==> src/rtl/phase_shift_oscillator.sv <==
// Digitally controlled oscillator: divides clk_i by DIV_N and applies single-cycle
// phase corrections (advance/retard) requested by the loop filter.
//
// state | meaning
// ------+---------------------------------------------------------------
// IDLE  | no correction pending; period runs nominal (DIV_N cycles)
// ADV   | advance pending; wraps at DIV_N-2, shortening one period
// RET   | retard pending; wraps at DIV_N, lengthening one period
module phase_shift_oscillator #(
   parameter int DIV_N = 16,
   parameter int CNT_W = $clog2(DIV_N + 1)
) (
   input  logic clk_i,
   input  logic reset_i,
   input  logic positiveShift_i,
   input  logic negativeShift_i,
   output logic recoveredClk_o,
   output logic phaseTick_o,
   output logic shiftApplied_o,
   output logic shiftDropped_o
);

   typedef enum logic [1:0] {
      S_IDLE = 2'd0,
      S_ADV  = 2'd1,
      S_RET  = 2'd2
   } state_t;

   localparam logic [CNT_W-1:0] TC_ADV = CNT_W'(DIV_N - 2);
   localparam logic [CNT_W-1:0] TC_NOM = CNT_W'(DIV_N - 1);
   localparam logic [CNT_W-1:0] TC_EXT = CNT_W'(DIV_N);
   localparam logic [CNT_W-1:0] HALF   = CNT_W'(DIV_N / 2);

   state_t           r_state;
   state_t           w_state_next;
   state_t           w_state_base;
   logic [CNT_W-1:0] r_phase;
   logic [CNT_W-1:0] w_phase_next;
   logic             w_apply_adv;
   logic             w_apply_ret;
   logic             w_drop;
   logic             w_pos_only;
   logic             w_neg_only;

   logic r_clk;
   logic r_tick;
   logic r_applied;
   logic r_dropped;

   always_ff @(posedge clk_i or negedge reset_i) begin
      if (!reset_i) begin
         r_state   <= S_IDLE;
         r_phase   <= '0;
         r_clk     <= 1'b1;
         r_tick    <= 1'b0;
         r_applied <= 1'b0;
         r_dropped <= 1'b0;
      end else begin
         r_state   <= w_state_next;
         r_phase   <= w_phase_next;
         r_clk     <= (w_phase_next < HALF);
         r_tick    <= (w_phase_next == '0);
         r_applied <= w_apply_adv | w_apply_ret;
         r_dropped <= w_drop;
      end
   end

   always_comb begin
      w_pos_only   = positiveShift_i & ~negativeShift_i;
      w_neg_only   = negativeShift_i & ~positiveShift_i;
      w_apply_adv  = (r_state == S_ADV) && (r_phase == TC_ADV);
      w_apply_ret  = (r_state == S_RET) && (r_phase == TC_NOM);
      w_drop       = 1'b0;
      // An applied correction frees the FSM so a same-cycle request is taken as from IDLE.
      w_state_base = (w_apply_adv || w_apply_ret) ? S_IDLE : r_state;
      w_state_next = w_state_base;

      case (w_state_base)
         S_IDLE: begin
            if (w_pos_only)      w_state_next = S_ADV;
            else if (w_neg_only) w_state_next = S_RET;
         end
         S_ADV: begin
            if (w_neg_only)      w_state_next = S_IDLE;
            else if (w_pos_only) w_drop       = 1'b1;
         end
         S_RET: begin
            if (w_pos_only)      w_state_next = S_IDLE;
            else if (w_neg_only) w_drop       = 1'b1;
         end
         default: w_state_next = S_IDLE;
      endcase

      if (w_apply_adv)           w_phase_next = '0;
      else if (w_apply_ret)      w_phase_next = TC_EXT;
      else if (r_phase >= TC_NOM) w_phase_next = '0;
      else                       w_phase_next = r_phase + CNT_W'(1);
   end

   assign recoveredClk_o = r_clk;
   assign phaseTick_o    = r_tick;
   assign shiftApplied_o = r_applied;
   assign shiftDropped_o = r_dropped;

endmodule

==> config.mk <==
export PLATFORM = sky130hd
export DESIGN_NAME = phase_shift_oscillator
export DESIGN_NICKNAME = d
export VERILOG_FILES = /design/src/rtl/phase_shift_oscillator.sv
export SDC_FILE = /design/constraint.sdc
export NUM_CORES = 1
export LEC_CHECK = 0
export CELL_PAD_IN_SITES_DETAIL_PLACEMENT = 1
export CELL_PAD_IN_SITES_GLOBAL_PLACEMENT = 1
export CORE_MARGIN = 1
export CORE_UTILIZATION = 39
export CTS_CLUSTER_SIZE = 14
export DETAILED_ROUTE_END_ITERATION = 8
export GPL_TIMING_DRIVEN = 0
export PLACE_DENSITY_LB_ADDON = 0.12
export SYNTH_ARGS = -nofsm -noshare
export SYNTH_HDL_FRONTEND = slang
export SYNTH_SLANG_ARGS = --single-unit
==> constraint.sdc <==
create_clock -name clk_i -period 3.1 [get_ports clk_i]
set_input_delay 0.465 -clock clk_i [delete_from_list [all_inputs] [get_ports clk_i]]
set_output_delay 0.465 -clock clk_i [all_outputs]
set_load 0.01 [all_outputs]
==> qor.yml <==
outcome:
  status: "completed"
cts:
  clock_latency_ps: 260
  ctsLongestPathBuffers: 2
  ctsResizeCount: 0
  cts_max_level: 1
  hold_buffers: 0
  cts_buffers: 3
  cts_tree: "done"
  cts-root-buf: "clkbuf_4"
  clock_sinks: 11
  cts_setup_buffers: 0
  clk_pin_slew_ps: 60
yosys:
  synth.most_common_cell: "dfrtp_1"
  netlist_area_um2: 633.1
  synthesis.nets: 76
  synth_warnings: 0
  synth_area_leaders: "dfrtp_1 40%, ha_1 12%, dfstp_2 4.2%"
  synth_top_cell_area_share: 0.3953
  synth_cell_types: 26
  synth_compound_area_frac: 0.1364
  yosysTopAreaCell: "dfrtp_1"
  netlist_instances: 66
  ys.flop_type: "dfrtp_1"
  ys_ff_latch: 11
  syn_area_per_cell_um2: 9.593
  synthXorXnorAreaFrac: 0.01383
  synth_edf_count: 0
  synthArstFlopShare: 1.000
  synth_adder_area_share: 0.1186
  synth.area.mux_share: 0
  ys_seq_area_frac: 0.4368
  synth_top_family_by_area: "simple AND/OR/NAND/NOR gates"
  ys_top_cells_by_count: "10 x dfrtp_1, 7 x inv_1, 6 x ha_1, 6 x nand2_1"
  synth-simple-area-share: 0.2530
worst_setup_path:
  cpPeakStageDelay_ps: 430
  critPathCaptureType: "flip-flop"
  cp_common_cell: "ha_1"
  cp_max_fo: 6
  cp_slowest_cell: "dfrtp_1"
  critPathKind: "flip-flop to flip-flop"
  required_ps: 3250
  timing.rr.end: "r_state[0]$_DFF_PN0_"
  r2r_slack_ps: 770
  critPathBufInv: 1
  r2r_start: "r_phase[0]$_DFF_PN0_"
  path_cells: "ha_1 -> and3_1 -> ha_1 -> inv_1 -> o21ai_0 -> ha_1 -> or2_2 -> a21oi_1 -> o31ai_1"
  cp.arrival_ps: 2470
  start_kind: "flip-flop"
  crit_family: "adder cells"
  reg2reg_depth: 9
sta:
  tightest_slew_ps: 479.1
  finalSetupViolations: 0
  fin_skew_ps: 3.096
  setup_tns_ps: 0
  hold_viol: 0
  maxSlewViolCount: 0
  fmax_ghz: 0.4296
  fin_crit_sh: 0.7509
  rsz0062_at_grt: "no"
  relSlewSlack: 0.6796
  fin_crit_ps: 2328
detailed_routing:
  via_per_inst: 5.387
  drtIter0Drc: 13
  wl_per_cell_um: 13.22
  top_layer_used: "met4"
  wl_met1_um: 627
  ant_nets: 0
  drc_errors: 0
  wl_mm: 1.229
  route.vias.total: 501
  dr.pass1.iters: 2
  wl_met3_um: 65
  wl_met2_um: 523
pwr:
  irDropWorstVdd_mv: 0.4828
  power.density_nw_per_um2: 918.8
  total_leakage_power_nw: 0.3534
finish:
  syn_to_final_growth_pct: 18.38
  antenna_cells: 0
  nNetsFinal: 88
  fillerInstances: 188
  final_area_um2: 749.5
  drive_gt1_frac: 0.1169
  final_core_util: 0.4975
worst_hold_path:
  whs_path_depth: 1
  hp-class: "flip-flop to flip-flop"
  hold_start: "r_phase[0]$_DFF_PN0_"
  hold_end: "r_phase[0]$_DFF_PN0_"
global_routing:
  grt_use_total: 0.1571
  grt_pass1_vias: 469
  antenna_found_initial: 0
  overflow: 0
  grt_start_max_net_pins: 12
  grt_pass1_wl_mm: 2.035
floorplanning:
  num_rows: 14
  initial_core_util: 0.4203
  die_w_um: 42.29
  coreArea_um2: 1506
  io_pins: 8
  chipHeight_um: 42.29
  fp.dieArea_um2: 1788
flow_run:
  drv_cap: 0
placement:
  portBuffers: 7
  gp_congestion: 0.7119
  dpl.hpwl_um: 980.6
  placed_area_um2: 723.2
state kept, by name (all words and copies together), names as in the netlist:
name and flops:
phaseTick_o 1, r_phase 5, r_state 2, recoveredClk_o 1, shiftApplied_o 1, shiftDropped_o 1
how the worst max path moves through the flow:
stage                         start              endpoint  slack (ps)  cells past startpoint
4_1_cts        r_phase[0]$_DFF_PN0_  r_state[0]$_DFF_PN0_         780                      9
2_1_floorplan  r_state[1]$_DFF_PN0_  r_state[0]$_DFF_PN0_         970                      8
5_1_grt        r_phase[0]$_DFF_PN0_  r_state[0]$_DFF_PN0_         660                      9
3_3_place_gp   r_state[1]$_DFF_PN0_  r_state[0]$_DFF_PN0_         800                      8
6_report       r_phase[0]$_DFF_PN0_  r_state[0]$_DFF_PN0_         770                      9
3_5_place_dp   r_state[1]$_DFF_PN0_  r_state[0]$_DFF_PN0_         790                      8
layout by cell type, fill, tap and decap left out:
cell type,n
and3_2,1
nand3_4,1
o21a_1,1
o2111ai_1,1
nand4_1,1
nor2_1,5
nor3_1,1
o21ai_0,5
clkbuf_4,3
nand2_1,6
clkbuf_1,1
inv_1,7
o31ai_1,2
clkdlybuf4s50_1,7
nand2b_1,3
ha_1,6
and3_1,1
dfrtp_1,10
xnor2_1,1
nand3_1,3
a41oi_1,1
or4b_4,1
and4_2,1
nor2b_1,1
a31oi_1,1
and2_1,1
a21oi_1,3
or2_2,1
dfstp_2,1
worst reg2reg max path, stage by stage (launching register included):
cell and delay [ps]:
dfrtp_1 430, ha_1 250, and3_1 190, ha_1 220, inv_1 100, o21ai_0 150
ha_1 310, or2_2 310, a21oi_1 160, o31ai_1 90
power breakdown:
part           switching [mW]  internal (mW)  total, mW
combinational           0.173          0.152      0.325
sequential             0.0625          0.209      0.271
clock                  0.0431         0.0497     0.0928
final cells by class:
type	instances	area [um2]	area share
inverters	7	26.28	0.03506
multi-input cells	48	330.3	0.4407
flip-flops and latches	11	276.5	0.3689
well taps	16	20.02	0.02671
clock buffers	4	26.28	0.03506
repair buffers	7	70.07	0.09349
logic make-up (layout without fill, tap and decap cells):
family	count (synthesis)	in the layout
AO/OA/AOI/OAI	14	14
XOR/XNOR	1	1
flip-flops	11	11
buffers and inverters	7	18
adder cells (fa/ha/maj)	6	6
AND/OR/NAND/NOR	27	27
per-stage QoR:
step | hold WS, ps | setup WS (ps) | power (mW) | std cells
detailed placement | 518.0 | 793.6 | 0.5973 | 89
global placement | 517.9 | 795.1 | 0.5870 | 89
CTS | 527.4 | 784.1 | 0.6948 | 93
floorplan | 169.4 | 971.0 | 0.4952 | 66
global route | 568.5 | 662.7 | 0.7529 | 93
finish | 522.9 | 772.2 | 0.6886 | 93
routing by layer:
metal | GRT usage | vias to the layer above
met5 | 0 | -
met4 | 0.05625 | 0
met3 | 0.07759 | 2
met2 | 0.2154 | 12
met1 | 0.2125 | 234
li1 | - | 253
Power figures use the tool's default switching activity.
